<file path="config.mk">
export PLATFORM = sky130hd
export DESIGN_NAME = inst_loader
export DESIGN_NICKNAME = d
export VERILOG_FILES = /design/src/rtl/inst_loader_pkg.sv /design/src/rtl/inst_loader_word_pack.sv /design/src/rtl/inst_loader.sv
export SDC_FILE = /design/constraint.sdc
export NUM_CORES = 1
export LEC_CHECK = 0
export ABC_AREA = 0
export BUFFER_PORTS_ARGS = -buffer_cell sky130_fd_sc_hd__buf_4
export CAP_MARGIN = 20
export CORE_ASPECT_RATIO = 0.8
export CORE_MARGIN = 1
export CORE_UTILIZATION = 55
export DETAILED_ROUTE_END_ITERATION = 8
export HOLD_SLACK_MARGIN = 0.05
export PLACE_DENSITY = 0.84
export SYNTH_ARGS = -nofsm -noshare
export SYNTH_HDL_FRONTEND = slang
export SYNTH_SLANG_ARGS = --single-unit
</file>
<file path="constraint.sdc">
create_clock -name clk -period 3.6 [get_ports clk]
set_clock_uncertainty 0.1 [all_clocks]
set_input_delay 0.72 -clock clk [delete_from_list [all_inputs] [get_ports clk]]
set_output_delay 0.72 -clock clk [all_outputs]
set_load 0.02 [all_outputs]
</file>
<file path="src/rtl/inst_loader_pkg.sv">
// ============================================================================
// Module : inst_loader_pkg
// Brief  : Shared states, byte/word geometry and state decode for inst_loader.
// Rev    : 1.0 - initial release
// ============================================================================
`default_nettype none

package inst_loader_pkg;

  typedef enum logic [2:0] {
    S_IDLE   = 3'd0,
    S_LEN_HI = 3'd1,
    S_LEN_LO = 3'd2,
    S_DATA   = 3'd3,
    S_CHK    = 3'd4,
    S_DONE   = 3'd5,
    S_ERR    = 3'd6
  } state_t;

  localparam int c_byte_w         = 8;
  localparam int c_hdr_len        = 2;
  localparam int c_bytes_per_word = 4;
  localparam int c_word_w         = c_byte_w * c_bytes_per_word;
  localparam int c_len_w          = c_byte_w * c_hdr_len;

  // States in which the byte stream is consumed and the load counts as busy.
  function automatic logic is_busy(input state_t s);
    return (s inside {S_LEN_HI, S_LEN_LO, S_DATA, S_CHK});
  endfunction

endpackage

`default_nettype wire

</file>
<file path="src/rtl/inst_loader_word_pack.sv">
// ============================================================================
// Module : inst_loader_word_pack
// Brief  : Packs 4 bytes (first byte MSB) into a word, pulses word_vld_o once.
// Rev    : 1.0 - initial release
// ============================================================================
`default_nettype none

module inst_loader_word_pack
  import inst_loader_pkg::*;
(
  input  logic                clk,
  input  logic                rst,
  input  logic                clr_i,
  input  logic                byte_vld_i,
  input  logic [c_byte_w-1:0] byte_i,
  output logic [1:0]          cnt_o,
  output logic                word_vld_o,
  output logic [c_word_w-1:0] word_o
);

  logic [c_word_w-c_byte_w-1:0] sr_q;
  logic [1:0]                   cnt_q;
  logic                         vld_q;
  logic [c_word_w-1:0]          word_q;

  always_ff @(posedge clk) begin
    if (rst) begin
      sr_q   <= '0;
      cnt_q  <= '0;
      vld_q  <= 1'b0;
      word_q <= '0;
    end else begin
      vld_q <= 1'b0;
      if (clr_i) begin
        cnt_q <= '0;
      end else if (byte_vld_i) begin
        if (cnt_q == 2'd3) begin
          word_q <= {sr_q, byte_i};
          vld_q  <= 1'b1;
          cnt_q  <= '0;
        end else begin
          sr_q  <= {sr_q[c_word_w-2*c_byte_w-1:0], byte_i};
          cnt_q <= cnt_q + 2'd1;
        end
      end
    end
  end

  assign cnt_o      = cnt_q;
  assign word_vld_o = vld_q;
  assign word_o     = word_q;

endmodule

`default_nettype wire

</file>
<file path="src/rtl/inst_loader.sv">
// ============================================================================
// Module : inst_loader
// Brief  : Loads a length-prefixed byte stream into instruction memory.
//          Optional trailing checksum byte: define INST_LOADER_CHECKSUM_EN.
// Rev    : 1.0 - initial release
// ============================================================================
`default_nettype none

module inst_loader
  import inst_loader_pkg::*;
#(
  parameter int ABITS     = 32,
  parameter int DBITS     = 32,
  parameter int MAX_WORDS = 1024
) (
  input  logic             clk,
  input  logic             rst,
  input  logic             start,
  input  logic             in_valid,
  input  logic [7:0]       in_data,
  output logic             in_ready,
  output logic             mem_we,
  output logic [ABITS-1:0] mem_addr,
  output logic [DBITS-1:0] mem_din,
  output logic             busy,
  output logic             done,
  output logic             err,
  output logic             cpu_hold
);

`ifdef INST_LOADER_CHECKSUM_EN
  localparam state_t c_end_st = S_CHK;
  logic [c_byte_w-1:0] sum_q, sum_d;
`else
  localparam state_t c_end_st = S_DONE;
`endif
  localparam logic [c_len_w:0] c_max_len = (c_len_w+1)'(MAX_WORDS);

  state_t             state_q, state_d;
  logic [c_len_w-1:0] len_q, len_d;
  logic [ABITS-1:0]   idx_q, idx_d, mem_addr_q;
  logic               busy_q, done_q, err_q, cpu_hold_q;

  logic               w_acc, w_data_acc, w_load, w_word_vld;
  logic [1:0]         w_cnt;
  logic [c_word_w-1:0] w_word;
  logic [c_len_w-1:0] w_len_full;
  logic [ABITS-1:0]   w_idx_inc;

  assign w_acc      = in_valid & busy_q;
  assign w_data_acc = w_acc && (state_q == S_DATA);
  assign w_load     = start && (state_q inside {S_IDLE, S_DONE, S_ERR});
  assign w_len_full = {len_q[c_len_w-1:c_byte_w], in_data};
  assign w_idx_inc  = idx_q + ABITS'(1);

  always_comb begin
    state_d = state_q;
    len_d   = len_q;
    idx_d   = idx_q;
`ifdef INST_LOADER_CHECKSUM_EN
    sum_d   = sum_q;
`endif
    if (w_load) begin
      state_d = S_LEN_HI;
      len_d   = '0;
      idx_d   = '0;
`ifdef INST_LOADER_CHECKSUM_EN
      sum_d   = '0;
`endif
    end else begin
      case (state_q)
        S_LEN_HI: if (w_acc) begin
          len_d[c_len_w-1:c_byte_w] = in_data;
          state_d = S_LEN_LO;
        end
        S_LEN_LO: if (w_acc) begin
          len_d[c_byte_w-1:0] = in_data;
          if ({1'b0, w_len_full} > c_max_len) state_d = S_ERR;
          else if (w_len_full == '0)          state_d = c_end_st;
          else                                state_d = S_DATA;
        end
        S_DATA: if (w_acc) begin
`ifdef INST_LOADER_CHECKSUM_EN
          sum_d = sum_q + in_data;
`endif
          // Leave DATA on the edge that launches the last word's write.
          if (w_cnt == 2'd3) begin
            idx_d = w_idx_inc;
            if (w_idx_inc == ABITS'(len_q)) state_d = c_end_st;
          end
        end
`ifdef INST_LOADER_CHECKSUM_EN
        S_CHK: if (w_acc) state_d = (in_data == sum_q) ? S_DONE : S_ERR;
`endif
        default: ;
      endcase
    end
  end

  always_ff @(posedge clk) begin
    if (rst) begin
      state_q    <= S_IDLE;
      len_q      <= '0;
      idx_q      <= '0;
      mem_addr_q <= '0;
      busy_q     <= 1'b0;
      done_q     <= 1'b0;
      err_q      <= 1'b0;
      cpu_hold_q <= 1'b0;
`ifdef INST_LOADER_CHECKSUM_EN
      sum_q      <= '0;
`endif
    end else begin
      state_q    <= state_d;
      len_q      <= len_d;
      idx_q      <= idx_d;
      busy_q     <= is_busy(state_d);
      done_q     <= (state_d == S_DONE);
      err_q      <= (state_d == S_ERR);
      cpu_hold_q <= is_busy(state_d) || (state_d == S_ERR);
      if (w_data_acc && (w_cnt == 2'd3)) mem_addr_q <= idx_q;
`ifdef INST_LOADER_CHECKSUM_EN
      sum_q      <= sum_d;
`endif
    end
  end

  inst_loader_word_pack u_word_pack (
    .clk        (clk),
    .rst        (rst),
    .clr_i      (w_load),
    .byte_vld_i (w_data_acc),
    .byte_i     (in_data),
    .cnt_o      (w_cnt),
    .word_vld_o (w_word_vld),
    .word_o     (w_word)
  );

  assign in_ready = busy_q;
  assign busy     = busy_q;
  assign done     = done_q;
  assign err      = err_q;
  assign cpu_hold = cpu_hold_q;
  assign mem_we   = w_word_vld;
  assign mem_addr = mem_addr_q;
  assign mem_din  = DBITS'(w_word);

endmodule

`default_nettype wire

</file>
Word level (Yosys, flattened, before mapping)
Cells that the tools add are included.
{"block": "classes", "eq_ne": 13, "bitwise": 4, "n_lt_le_gt_ge": 1, "n_addsub": 2, "reduce_logical": 15, "mux": 11}
{"operator": "adder 32 x 1 -> 32 bit, second input constant", "n": 1}
{"operator": "== test 32 x 16 -> 1 bit", "n": 1}
{"operator": "two-way mux 3 bit", "n": 8}
{"operator": "> comparator 16 x 11 -> 1 bit, second input constant", "n": 1}
{"operator": "zero test 16 bit", "n": 1}
{"operator": "== test 3 bit, second input constant", "n": 5}
{"operator": "== test 3 x 2 -> 1 bit, second input constant", "n": 4}
{"operator": "case mux 3 bit (3 select lines)", "n": 1}
{"operator": "AND reduction 3 bit", "n": 3}
{"operator": "== test 3 x 1 -> 1 bit, second input constant", "n": 2}
{"operator": "AND reduction 2 bit", "n": 2}
{"operator": "nonzero test 4 bit", "n": 1}
{"operator": "logical AND 1 bit", "n": 3}
{"operator": "zero test 3 bit", "n": 1}
{"operator": "NOT 1 bit", "n": 3}
{"operator": "nonzero test 3 bit", "n": 1}
{"operator": "OR reduction 3 bit", "n": 1}
{"operator": "adder 2 x 1 -> 2 bit, second input constant", "n": 1}
{"operator": "== test 2 bit, second input constant", "n": 1}
{"operator": "two-way mux 2 bit", "n": 1}
{"operator": "OR reduction 2 bit", "n": 1}
{"operator": "AND 1 bit", "n": 1}
{"operator": "logical OR 1 bit", "n": 1}
{"operator": "two-way mux 1 bit", "n": 1}
{"block": "word_totals", "regBits": 146, "out_inout_bits": 70}

Logic depth before layout (Yosys ltp)
{"block": "logic_depth", "word_depth": 10, "mapped_depth": 10, "ltp_nobuf": 9}

Cells and area by module
A second synthesis with hierarchy kept.
{"block": "unflattened", "hier_cells": 764, "area_unflattened_um2": 6785.3}
{"mod": "inst_loader", "area_each_um2": 4443.0, "cells_per_inst": 558, "n_inst": 1}
{"mod": "inst_loader_word_pack", "area_each_um2": 2342.2, "cells_per_inst": 206, "n_inst": 1}

Worst setup path before layout
Ideal clock, no wire load.
{"block": "synth_timing", "path_kind": "reg2reg", "startpoint": "reg idx_q[0]", "endpoint": "reg cpu_hold_q (netlist: cpu_hold)", "t_arrival_ns": 2.538, "synth_period_minus_slack_ns": 2.754, "setup_time_ns": 0.116, "stages_incl_launch_ff": 10, "setup_slack_ns": 0.846, "t_required_ns": 3.384, "n_path_buf": 0, "cell_sequence": "dfxtp_1 -> ha_1 -> nand3_2 -> or2_4 -> nor4_2 -> a31oi_1 -> or4_1 -> nor4_2 -> nand4_1 -> a31o_2"}
{"block": "synth_via", "elab_chain_len": 10}
{"element": "from (decl)", "line_no": "inst_loader.sv:41", "source": "logic [ABITS-1:0] idx_q, idx_d, mem_addr_q;"}
{"element": "from (signal assigned)", "line_no": "inst_loader.sv:116", "source": "idx_q <= idx_d;"}
{"element": "adder 32 x 1 -> 32 bit (*)", "line_no": "inst_loader.sv:54", "source": "assign w_idx_inc = idx_q + ABITS'(1);"}
{"element": "== test 32 x 16 -> 1 bit (*)", "line_no": "inst_loader.sv:89", "source": "if (w_idx_inc == ABITS'(len_q)) state_d = c_end_st;"}
{"element": "two-way mux 3 bit (*)", "line_no": "inst_loader.sv:89"}
{"element": "two-way mux 3 bit (*)", "line_no": "inst_loader.sv:87", "source": "if (w_cnt == 2'd3) begin"}
{"element": "two-way mux 3 bit (*)", "line_no": "inst_loader.sv:82", "source": "S_DATA: if (w_acc) begin"}
{"element": "case mux 3 bit (3 select lines) (*)", "line_no": "inst_loader.sv:71", "source": "case (state_q)"}
{"element": "two-way mux 3 bit (*)", "line_no": "inst_loader.sv:63", "source": "if (w_load) begin"}
{"element": "== test 3 x 1 -> 1 bit, or another cell as far along", "line_no": "inst_loader_pkg.sv:28", "source": "return (s inside {S_LEN_HI, S_LEN_LO, S_DATA, S_CHK});"}
{"element": "nonzero test 4 bit", "line_no": "inst_loader_pkg.sv:28"}
{"element": "logical OR 1 bit (*)", "line_no": "inst_loader.sv:120", "source": "cpu_hold_q <= is_busy(state_d) || (state_d == S_ERR);"}
{"element": "to (signal assigned)", "line_no": "inst_loader.sv:120"}
{"element": "to (decl)", "line_no": "inst_loader.sv:42", "source": "logic busy_q, done_q, err_q, cpu_hold_q;"}
Every way passes the cells marked *; elsewhere a longest branch is shown, timed or not.
A chain may end at the register's enable or synchronous reset.

Worst setup path after layout
{"block": "layout_timing", "startpoint": "reg idx_q[8]", "endpoint": "reg cpu_hold_q (netlist: cpu_hold)"}
Same word-level chain as after synthesis.

==> results by group <==
Logic synthesis
  • Seq/Total Area, Yosys: 45.8%
  • Synthesized area: 6380 um2
  • Avg Synthesized Cell Area: 8.03 um2
  • Seq cells post-synth: 146
  • Mapped Nets: approximately 810
  • EDFF count, synth: 0
  • Main synth FF type: dfxtp_1
  • Synth async-reset ratio: 0%
  • Unique cell type count in the Yosys netlist: 61
  • Synth Warn #: 0
  • Post-Synthesis Cells: a little under 800

CTS
  • Cts bufs inserted: 17
  • Root Buffer: clkbuf_16
  • CTS Sinks: 146
  • Hold buffer count at cts: 0
  • Clk Latency, worst-skew pair: around 420 ps
  • H-tree depth: 4
  • Clock slew at reported path FFs: 60 ps
  • CTS resizes: 0
  • CTS tree: built
  • CTS max path bufs: 2
  • Post-CTS setup buffers: 0

Setup path
  • CP endpoint kind: flip-flop
  • Crit-path cells: nand4_1 > or4_4 > nor2_1 > mux2i_1 > nand4b_1 > nor4_2 > nand4_1 > a31o_2
  • Critical path class: reg2reg
  • Reg-to-reg startpoint: idx_q[8]
  • Setup crit start kind: flip-flop
  • Crit path arrival time: 3510 ps
  • Cell mode on critical path: nand4_1
  • Worst path required time: 3810 ps
  • FF-to-FF path depth: 8
  • Crit-path max FO: 10
  • R2r setup slk: 300 ps
  • Crit path largest cell delay: 660 ps
  • Slowest cell on the critical path: or4_4
  • End of the worst register-to-register path: cpu_hold

Timing
  • Fin worst setup slack: 300 ps
  • Slew @ Worst Pin: 1020 ps
  • RSZ-0062 raised after global routing: false
  • Tcrit/Tclk final: 91.7%
  • Max Fclk: roughly 300 MHz
  • Setup TNS: 0 ps
  • Worst slew margin: 31.7%
  • Final Critical Period: 3300 ps
  • Final setup vio count: 0
  • Final Max Tran Viols: 0
  • Worst hold slack: about 350 ps
  • Final hold vios: 0

Routing
  • Final WL: 16,000 um
  • Via count: 5,650
  • Vias per cell: between 5 and 6
  • DR WL/cell: 16.0 um
  • ANT nets after route: 0
  • DRT iter0 DRCs: 463
  • DRC viols: 0
  • Drt pass-1 iters: 5

Finish
  • # fillers: between 900 and 1,000
  • Multi-input gate area: 3100 um2
  • Util after Layout: around 69%
  • Layout cell share with drive strength beyond 1: 17.4%
  • Commonest non-fill, non-tap cells in the layout: nand2_1, dfxtp_1, a21oi_1
  • P&R area growth vs syn: 19.0%
  • Total area of sequential cells: 2920 um2
  • Layout Nets: about 860
  • Leading cell type in the layout, fill and taps excluded: nand2_1
  • ANT cells: 0

Global route
  • GRT met2 Usage: 40.2%
  • Met3 GRT Util: 5.14%
  • Initial antenna violation count: 0
  • Gr usage total: roughly 28%
  • Largest net degree at the start of global routing: 95
  • Vias in the first global route: approximately 5,100
  • GR Layer Usage met1: 42.0%
  • Wire length of the first global-routing pass: 26,500 um
  • Global route overflow: 0
  • GR peak layer: met1

Die
  • Core ar.: 11,100 um2
  • Die Area: 12,000 um2
  • Number of cell rows: 34
  • Die X: around 120 um
  • # IOs: 82
  • Initial Util: slightly below 60%
  • Die H: 98.3 um

Place
  • # port buffers: slightly above 80
  • Post-DP HPWL: 10,300 um
  • Pre-CTS WS: between 300 and 400 ps
  • GPL Wtd Cong: 0.935

Min path
  • Hold worst-path end: u_word_pack.word_o[28]
  • Worst hold path class: reg2reg
  • Worst Hold Depth: 2
  • Hold_sp: u_word_pack.word_o[28]

Pwr
  • Lkg Pwr: 2.79 nW
  • Pwr Density: 488 nW/um2
  • Max IR drop VDD: 334 uV

Run
  • Max-cap check violation count: 0

Status
  • Outcome: finished clean
-- flip-flops by register name, summed over array words and instances (netlist names) --
register and cells:
mem_addr 32, u_word_pack.cnt_o 2, u_word_pack.word_o 32, len_q 16, idx_q 32, busy 1
state_q 3, cpu_hold 1, done 1, err 1, u_word_pack.sr_q 24, u_word_pack.word_vld_o 1
-- report_power, final --
part | leakage, nW | switching [mW] | internal (mW)
combinational | 1.29 | 0.0741 | 0.0351
sequential | 1.18 | 0.00880 | 1.62
clock | 0.319 | 0.705 | 1.26
-- layer usage --
metal  vias to the layer above  wire, um
met1                      2653      7740
li1                       2770         -
met5                         -         0
met2                       204      6890
met4                         0       275
met3                        23      1130
-- critical path: cells and delay by family, from the launching register on --
family | cells | cell delay [ps]
flip-flops | 1 | 560
AND/OR/NAND/NOR | 6 | 2020
multiplexers | 1 | 230
AO/OA/AOI/OAI | 1 | 280
-- kinds of logic after synthesis --
family          Yosys count  synth area share, %
xor+xnor                 51                 7.00
compound gates          148                 12.8
fa+ha+maj                 2                0.392
flops                   146                 45.8
mux                      19                 3.00
buf+inv                  69                 5.69
simple gates            359                 25.2
-- per-stage QoR --
step / instance area, um2 / cells / power, mW
2_1_floorplan: 6380 / 794 / 1.74
3_3_place_gp: 6930 / 969 / 1.77
3_5_place_dp: 6930 / 969 / 1.77
4_1_cts: 7590 / 1001 / 3.72
5_1_grt: 7590 / 1001 / 3.80
6_report: 7590 / 1001 / 3.71
-- synth_stat cells, drive strengths merged, types with 3 or more instances --
cell    number  share of area [%]
clkbuf      48                3.6
or3         13                1.3
a31oi        4               0.39
dfxtp      146                 46
xor2        31                4.3
nor2        63                3.7
a211oi       6               0.71
o21ai       19                1.5
nand2      202                 12
nand2b       3               0.29
buf         13                1.5
nand4       16                1.7
inv          7               0.41
and3         4               0.41
nor4         8               0.98
xnor2       20                2.7
nor3        18                1.4
a21o         3               0.37
mux2i       18                2.8
and4         4               0.61
nand3       16                1.3
a21oi      104                8.2
-- worst max path at each step --
stage,from,end,slack [ps],cells after the start
final,idx_q[8],cpu_hold,300,8
after global routing,idx_q[8],cpu_hold,80,8
after CTS,idx_q[8],cpu_hold,370,8
after detailed placement,idx_q[8],cpu_hold,400,8
after global placement,idx_q[8],cpu_hold,470,8
after floorplan,idx_q[0],cpu_hold,850,9
-- layout make-up --
type / count / share of cell area [%]
multi-input cells: 579 / 40.8
flip-flops and latches: 146 / 38.5
repair buffers: 93 / 9.19
clock buffers: 18 / 5.78
clock inverters: 14 / 2.97
well taps: 144 / 2.37
inverters: 7 / 0.346
Note: power is estimated with default switching activity, not from simulation.
